## config.mk

```make
export PLATFORM = sky130hd
export DESIGN_NAME = jtopl_eg_multi
export DESIGN_NICKNAME = d
export VERILOG_FILES = /design/src/rtl/jtopl_eg_multi.sv
export SDC_FILE = /design/constraint.sdc
export NUM_CORES = 1
export LEC_CHECK = 0
export ABC_AREA = 1
export ABC_CLOCK_PERIOD_IN_PS = 26000
export BUFFER_PORTS_ARGS = -buffer_cell sky130_fd_sc_hd__buf_2
export CORE_ASPECT_RATIO = 0.9
export CORE_MARGIN = 2
export CORE_UTILIZATION = 55
export DETAILED_ROUTE_END_ITERATION = 16
export GPL_ROUTABILITY_DRIVEN = 0
export MAX_ROUTING_LAYER = met4
export PLACE_DENSITY_LB_ADDON = 0.1
export SYNTH_ARGS = -nofsm -noshare
export SYNTH_HDL_FRONTEND = slang
export SYNTH_SLANG_ARGS = --single-unit
```

## constraint.sdc

```tcl
create_clock -name clk -period 26 [get_ports clk]
set_clock_uncertainty 0.2 [all_clocks]
set_input_delay 3.9 -clock clk [delete_from_list [all_inputs] [get_ports clk]]
set_output_delay 3.9 -clock clk [all_outputs]
set_load 0.005 [all_outputs]
```

## src/rtl/jtopl_eg_multi.sv

```systemverilog
// ----------------------------------------------------------------------------
// jtopl_eg_multi : time-multiplexed ADSR envelope generator, SLOTS slots
// Optional AM is compiled in with JTOPL_EG_AM_EN.   Rev 1.0
// ----------------------------------------------------------------------------
`default_nettype none

module jtopl_eg_multi #(
   parameter int SLOTS = 18,
   parameter int SW    = $clog2(SLOTS)
) (
   input  logic          clk,
   input  logic          rst,
   input  logic          cen,
   input  logic          keyon,
   input  logic [3:0]    arate,
   input  logic [3:0]    drate,
   input  logic [3:0]    rrate,
   input  logic [3:0]    sl,
   input  logic          en_sus,
   input  logic          ks,
   input  logic [3:0]    keycode,
   input  logic [6:0]    tl,
   input  logic [6:0]    lfo_mod,
   input  logic          amsen,
   input  logic          ams,
   output logic [SW-1:0] slot,
   output logic          zero,
   output logic [9:0]    eg_out,
   output logic [1:0]    state_out,
   output logic          pg_rst
);

   localparam logic [1:0] ST_ATTACK  = 2'd0;
   localparam logic [1:0] ST_DECAY   = 2'd1;
   localparam logic [1:0] ST_SUSTAIN = 2'd2;
   localparam logic [1:0] ST_RELEASE = 2'd3;

   logic [1:0]       r_state [SLOTS];
   logic [9:0]       r_eg    [SLOTS];
   logic [SLOTS-1:0] r_kon;
   logic [SW-1:0]    r_cnt;
   logic [14:0]      r_eg_cnt;

   logic        w_kon_old, w_keyon_now, w_keyoff_now;
   logic [1:0]  w_st_old, w_st_new;
   logic [9:0]  w_eg_old, w_eg_new;
   logic [4:0]  w_sl_lim;
   logic [3:0]  w_base, w_ks_add, w_r_hi, w_inc;
   logic [6:0]  w_rate_sum;
   logic [5:0]  w_rate;
   logic [11:0] w_mask;
   logic        w_step;
   logic [7:0]  w_att_k;
   logic [10:0] w_att_sub, w_dec_sum;
   logic [6:0]  w_am;
   logic [11:0] w_total;

   assign w_kon_old = r_kon[r_cnt];
   assign w_st_old  = r_state[r_cnt];
   assign w_eg_old  = r_eg[r_cnt];

`ifdef JTOPL_EG_AM_EN
   assign w_am = amsen ? (ams ? lfo_mod : (lfo_mod >> 2)) : 7'd0;
`else
   assign w_am = 7'd0;
   logic w_unused_am;
   assign w_unused_am = &{1'b0, lfo_mod, amsen, ams};
`endif

   always_comb begin
      w_keyon_now  = keyon & ~w_kon_old;
      w_keyoff_now = ~keyon & w_kon_old;
      w_sl_lim     = (sl == 4'hF) ? 5'h1F : {1'b0, sl};

      w_st_new = w_st_old;
      if (w_keyon_now)
         w_st_new = ST_ATTACK;
      else if (w_keyoff_now)
         w_st_new = ST_RELEASE;
      else if (w_st_old == ST_ATTACK && w_eg_old == 10'd0)
         w_st_new = ST_DECAY;
      else if (w_st_old == ST_DECAY && w_eg_old[9:5] >= w_sl_lim)
         w_st_new = en_sus ? ST_SUSTAIN : ST_RELEASE;

      case (w_st_new)
         ST_ATTACK: w_base = arate;
         ST_DECAY:  w_base = drate;
         ST_RELEASE: w_base = rrate;
         default:   w_base = 4'd0;
      endcase

      w_ks_add   = ks ? keycode : {2'b00, keycode[3:2]};
      w_rate_sum = {1'b0, w_base, 2'b00} + {3'b000, w_ks_add};
      if (w_base == 4'd0)
         w_rate = 6'd0;
      else if (w_rate_sum > 7'd63)
         w_rate = 6'd63;
      else
         w_rate = w_rate_sum[5:0];
      w_r_hi = w_rate[5:2];

      // Slow rates gate on the low eg_cnt bits; fast rates step every sweep with a bigger increment
      w_mask = 12'hFFF >> w_r_hi;
      if (w_r_hi < 4'd12) begin
         w_step = (r_eg_cnt[11:0] & w_mask) == 12'd0;
         w_inc  = 4'd1;
      end else begin
         w_step = 1'b1;
         w_inc  = 4'd1 << (w_r_hi - 4'd12);
      end

      w_att_k   = {1'b0, w_eg_old[9:3]} + 8'd1;
      w_att_sub = {3'b000, w_att_k} * {7'd0, w_inc};
      w_dec_sum = {1'b0, w_eg_old} + {7'd0, w_inc};

      w_eg_new = w_eg_old;
      if (w_st_new != ST_SUSTAIN && w_step) begin
         if (w_st_new == ST_ATTACK) begin
            if (w_rate >= 6'd60 || w_att_sub >= {1'b0, w_eg_old})
               w_eg_new = 10'd0;
            else
               w_eg_new = w_eg_old - w_att_sub[9:0];
         end else begin
            w_eg_new = w_dec_sum[10] ? 10'h3FF : w_dec_sum[9:0];
         end
      end

      w_total = {2'b00, w_eg_new} + {2'b00, tl, 3'b000} + {5'd0, w_am};
   end

   always_ff @(posedge clk) begin
      if (rst) begin
         for (int i = 0; i < SLOTS; i++) begin
            r_state[i] <= ST_RELEASE;
            r_eg[i]    <= 10'h3FF;
         end
         r_kon     <= '0;
         r_cnt     <= '0;
         r_eg_cnt  <= 15'd0;
         slot      <= '0;
         zero      <= 1'b1;
         eg_out    <= 10'h3FF;
         state_out <= ST_RELEASE;
         pg_rst    <= 1'b0;
      end else if (cen) begin
         r_state[r_cnt] <= w_st_new;
         r_eg[r_cnt]    <= w_eg_new;
         r_kon[r_cnt]   <= keyon;
         slot      <= r_cnt;
         zero      <= (r_cnt == '0);
         eg_out    <= (w_total > 12'h3FF) ? 10'h3FF : w_total[9:0];
         state_out <= w_st_new;
         pg_rst    <= w_keyon_now;
         if (r_cnt == SW'(SLOTS - 1)) begin
            r_cnt    <= '0;
            r_eg_cnt <= r_eg_cnt + 15'd1;
         end else begin
            r_cnt <= r_cnt + 1'b1;
         end
      end
   end

endmodule

`default_nettype wire

```

* After elaboration in Yosys (flattened, before gate mapping)
Memory sizes are Yosys's and may differ from the RTL's. A register that Yosys moved wholly into a read port is not among the register bits.
Index checks and enable logic that the tools add are counted.
** Storage, ports and cells
- Memories :: 2
- Output and inout port bits :: 19
- Register bits after elaboration :: 57
- Word-level logic and storage cells :: 92
- Input bits :: 42
- Memory bits (writable) :: 216
** Memories
- r_eg :: words 18, bits a word 10, rd ports 1, clocked after Yosys merged registers in 1, write ports 18, RTL line 39 : logic [9:0] r_eg [SLOTS];
- r_state :: words 18, bits a word 2, rd ports 1, clocked after Yosys merged registers in 1, write ports 18, RTL line 38 : logic [1:0] r_state [SLOTS];
** Operators by class
- Eq/ne operators :: 6
- Multiplexer cells :: 38
- Magnitude comparators :: 8
- Multiply operators :: 1
- Bitwise gates (word level) :: 5
- Shifts and indexed selects :: 2
- Add/subtract/negate cells :: 8
- Reductions and logical operators :: 14
** Operators by type and width (number)
- 10-bit two-way mux :: 6
- 5-bit two-way mux :: 8
- 18-bit bitwise mux :: 1
- 15-bit by 1-bit adder with 15-bit output, second input constant :: 1
- 12-bit bitwise AND :: 1
- 12-bit logical NOT :: 1
- 6-bit two-way mux :: 2
- 4-bit case mux with 3 select lines :: 1
- 12-bit by 4-bit right shift with 12-bit output, first input constant :: 1
- 10-bit by 10-bit adder with 11-bit output :: 1
- 10-bit by 4-bit adder with 11-bit output :: 1
- 11-bit by 10-bit >= comparator with 1-bit output :: 1
- 11-bit by 10-bit greater-than comparator with 1-bit output, second input constant :: 1
- 8-bit by 4-bit multiplier with 11-bit output :: 1
- 1-bit two-way mux :: 11
- 10-bit logical NOT :: 1
- 2-bit two-way mux :: 5
- 10-bit OR reduction :: 1
- 10-bit subtractor :: 1
- 7-bit by 1-bit adder with 8-bit output, second input constant :: 1
- 4-bit two-way mux :: 2
- 6-bit by 4-bit adder with 7-bit output :: 1
- 7-bit by 6-bit greater-than comparator with 1-bit output, second input constant :: 1
- 6-bit >= comparator, second input constant :: 1
- 23 further kinds :: 30

* Longest topological paths before layout
- Word-level depth :: 26
- Depth in mapped cells :: 72
- Gate-level depth less buffers :: 70

* Worst setup path after synthesis
Ideal clock, no wire load.
- Path kind :: input -> register
- Start :: in sl[3]
- End :: reg eg_out[9]
- Arrival :: 12.589 ns
- Path slack :: 13.084 ns
- Setup time :: 0.127 ns
- Stages on the path :: 56
- Buffers on the path :: 0
- Required time :: 25.673 ns
- Cell sequence :: nand4_1 -> ha_1 -> nand2_1 -> o311ai_0 -> nand3_1 -> o21ai_1 -> nand2_1 -> nand2_2 -> nand3_1 -> nand3_1 -> ha_1 -> inv_1 -> fa_1 -> inv_1 -> nand3_4 -> nand3_2 -> inv_2 -> ha_1 -> (+20 left out) -> o21ai_0 -> nand2_1 -> nor2_1 -> nand2_2 -> inv_2 -> o21ai_1 -> a21oi_1 -> nand2_1 -> nand2_2 -> ha_1 -> inv_1 -> fa_1 -> o21ai_0 -> nand2_1 -> a21oi_1 -> nor2_1 -> xor2_1 -> a21oi_1
** Between the ends
- Longest elaborated chain between the ends :: 26
- Elaborated cells between the ends (all ways) :: 40
- Those cells by class :: add/sub: 5; mul: 1; order compare: 6; eq/ne: 4; shift: 2; mux: 15; bitwise: 1; reduce/logical: 6
** Ends and longest elaborated chain
- start: declaration :: RTL line 18 : input logic [3:0] sl,
- 4-bit equality test :: RTL line 73 : w_sl_lim = (sl == 4'hF) ? 5'h1F : {1'b0, sl};
- 5-bit two-way mux * :: RTL line 73
- 5-bit >= comparator * :: RTL line 82 : else if (w_st_old == ST_DECAY && w_eg_old[9:5] >= w_sl_lim)
- 1-bit logical AND * :: RTL line 82
- 2-bit two-way mux * :: RTL line 82
- 2-bit two-way mux * :: RTL line 80 : else if (w_st_old == ST_ATTACK && w_eg_old == 10'd0)
- 2-bit two-way mux * :: RTL line 78 : else if (w_keyoff_now)
- 2-bit two-way mux * :: RTL line 76 : if (w_keyon_now)
- (+10 left out)
- 11-bit by 10-bit >= comparator with 1-bit output :: RTL line 119 : if (w_rate >= 6'd60 || w_att_sub >= {1'b0, w_eg_old})
- 1-bit logical OR :: RTL line 119
- 10-bit two-way mux :: RTL line 119
- 10-bit two-way mux :: RTL line 118 : if (w_st_new == ST_ATTACK) begin
- 10-bit two-way mux * :: RTL line 117 : if (w_st_new != ST_SUSTAIN && w_step) begin
- 10-bit by 10-bit adder with 11-bit output * :: RTL line 128 : w_total = {2'b00, w_eg_new} + {2'b00, tl, 3'b000} + {5'd0, w_am};
- 11-bit by 10-bit greater-than comparator with 1-bit output :: RTL line 151 : eg_out <= (w_total > 12'h3FF) ? 10'h3FF : w_total[9:0];
- 10-bit two-way mux * :: RTL line 151
- end signal: assignment :: RTL line 151
- end: declaration :: RTL line 28 : output logic [9:0] eg_out,
Every way passes the cells marked *; elsewhere a longest branch is shown, timed or not.
A chain may end at the register's enable or synchronous reset.

==> impl_metrics.yaml <==
clock_tree:
  numCtsBuffers: 46
  cts_setup_buffers: 0
  clock-sinks: 443
  cts_tree: "built"
  cts_max_path_buffers: 3
  clkTransAtPathRegs_ns: 0.06
  htreeDepth: 2
  cts-root-buf: "clkbuf_16"
  postCtsHoldBufs: 0
  post_cts_resized: 0
  clk_latency_ns: 0.59
synthesis:
  yosysWarningCount: 0
  syn_area_per_cell_um2: 9.18
  synth_top_area_share_pct: 51.4
  yosysSeqAreaShare_pct: 56.7
  synth-adder-area-share_pct: 4.83
  synth_commonest_cells: "834 x nand2_1, 384 x edfxtp_1, 374 x nand3_1"
  synth_xor_area_share_pct: 1.17
  synth_edf_count: 384
  ys_seq_elements: 443
  post-synth-top-count-cell: "nand2_1"
  synth_top_family_by_area: "simple AND/OR/NAND/NOR gates"
  synth-simple-area-share_pct: 27.0
  syn_inst: 2442
  ys_top_cells_by_area: "edfxtp_1 51%, nand2_1 14%, nand3_1 8.3%"
  synth_area_leader_cell: "edfxtp_1"
  ys_dominant_reg_cell: "edfxtp_1"
  netlist_area_mm2: 0.0224
  synth-compound-area-share_pct: 4.03
  muxShareOfSynthArea_pct: 0
  syn_nets: 2561
  async_reset_ff_share_pct: 0
  yosysUniqueCellTypes: 45
place:
  io_buffers: 49
  dpl.cell_count: 2944
  dpl.hpwl_um: 38800
  placed_area_mm2: 0.0230
  pre_cts_ws_ns: 11.21
detailed_routing:
  drt_pass1_iterations: 5
  route.detailed.drc: 0
  drt_iter0_markers: 1999
  vias: 17200
  met1_length_um: 25400
  wl_met3_um: 5370
  top_layer_used: "met4"
  wirelength_um: 60800
  avgViaCountPerCell: 5.69
  wire_per_inst_um: 20.1
  wl_met2_um: 27900
  ant_nets: 0
grt:
  grt_pass1_wl_um: 92600
  grt_remaining_overflow: 0
  grt_use_total_pct: 29.9
  antenna_found_initial: 0
  grt_start_max_net_pins: 151
  grt_pass1_vias: 16000
worst_setup_path:
  crit_top_cell: "nand2_1"
  endpoint_kind: "flop"
  worst-endpoint-required_ns: 26.26
  cp.depth: 66
  arrival_ns: 14.79
  slowest_delay_ns: 0.77
  startpoint_type: "flop"
  cp_max_fo: 75
  path_delay_family: "simple AND/OR/NAND/NOR gates"
  worst-path-buf-inv: 15
  crit_path_top_delay_cell: "buf_4"
  r2r_cells: 66
  worstSetupPathType: "reg -> reg"
hold_path:
  hold_class: "reg -> reg"
  hold_start: "r_kon[5]"
  hold_path_depth: 2
timing:
  period_needed_ns: 14.53
  timing.final.crit_share_pct: 55.9
  slew_violations: 0
  grt_setup_unrepaired: "no"
  hold_violations: 0
  setup_viol: 0
  worstMarginPinSlew_ns: 1.05
  slew-limit-headroom_pct: 29.3
  layout_setup_ws_ns: 11.47
  fin_tns_setup_ns: 0
  fmax_ghz: 0.0688
die:
  die_w_um: 217
  core_mm2: 0.0405
  io_pins: 61
  initial_core_util_pct: 55.4
  rows: 70
  dieArea_mm2: 0.0424
  die_y_um: 196
cells_and_area:
  layout-drive-gt1-share_pct: 8.73
  fin_cells: 3025
  area_delta_synth_final_pct: 8.48
  fin_nets: 2571
  final_util_pct: 60.1
  fin_area_mm2: 0.0243
  antenna_cells: 0
outcome:
  status: "complete, no violations"
power_and_ir_drop:
  vdd_drop_max_mv: 0.0569
  p_per_area_mw_per_mm2: 74.4
  leakagePower_nw: 9.12
job:
  max_cap_violations: 0
-- area by class of cell --
cell class,instances,area (µm²)
repair buffers,93,588
clock buffers,57,1190
inverters,177,674
clock inverters,24,154
flip-flops and latches,443,12700
fillers,3475,16100
well taps,540,676
multi-input cells,1691,8320
-- sequential cells by signal, summed over array words and instances (netlist names), named ones only --
signal and flops:
eg_out 10, pg_rst 1, r_cnt 5, r_eg 320, r_eg_cnt 12, r_kon 18, r_state 64, slot 5
state_out 2, zero 1
-- stage by stage --
step,power [mW],hold slack [ns]
finish,1.81,0.256
detailed placement,1.21,0.250
global placement,1.20,0.241
global route,1.89,0.276
floorplan,1.09,0.229
CTS,1.81,0.259
-- worst reg2reg max path: cells and delay by family, from the launching register on --
family	cells	cell delay, ns
AOI/OAI and AO/OA	11	2.39
xor gates and xnor gates	2	0.39
adders and majority gates	9	3.09
buffers and inverters	15	3.70
DFF	1	0.51
and+or+nand+nor	29	4.14
-- cells by family (layout without fill, tap and decap cells) --
| group | Yosys count | count (layout) |
|---|---|---|
| compound gates | 166 | 166 |
| flops | 443 | 443 |
| fa+ha+maj | 77 | 77 |
| simple gates | 1418 | 1418 |
| xor+xnor | 30 | 30 |
| buf+inv | 308 | 351 |
-- layer usage --
metal  vias to the layer above  GRT usage [%]
met5                         -              -
met4                         0           11.3
met3                       122           4.55
met2                       763           45.6
met1                      8127           40.7
li1                       8200              -
-- where the power goes --
part	internal, mW	switching [mW]	total [mW]
Combinational	0.114	0.290	0.404
Clock	0.335	0.271	0.606
Sequential	0.791	0.00808	0.799
Total	1.24	0.568	1.81
-- cells in the final DEF (no fill, tap or decap), drive strengths merged, types with 4 or more instances in the layout --
| master | count |
|---|---|
| clkbuf | 57 |
| a21oi | 66 |
| nand3 | 381 |
| xor2 | 23 |
| nor3 | 21 |
| xnor2 | 7 |
| dfxtp | 59 |
| o31ai | 5 |
| fa | 16 |
| clkinv | 21 |
| o21ai | 73 |
| edfxtp | 384 |
| nand4 | 23 |
| o22ai | 4 |
| nand2 | 851 |
| ha | 61 |
| buf | 93 |
| nor2 | 132 |
| or2 | 7 |
| inv | 178 |
-- worst paths after layout --
check | end | slack (ns)
max | eg_out[9] | 11.47
min | r_kon[5] | 0.26
max reg2reg | eg_out[9] | 11.47
min reg2reg | r_kon[5] | 0.26
Power figures use the tool's default switching activity.
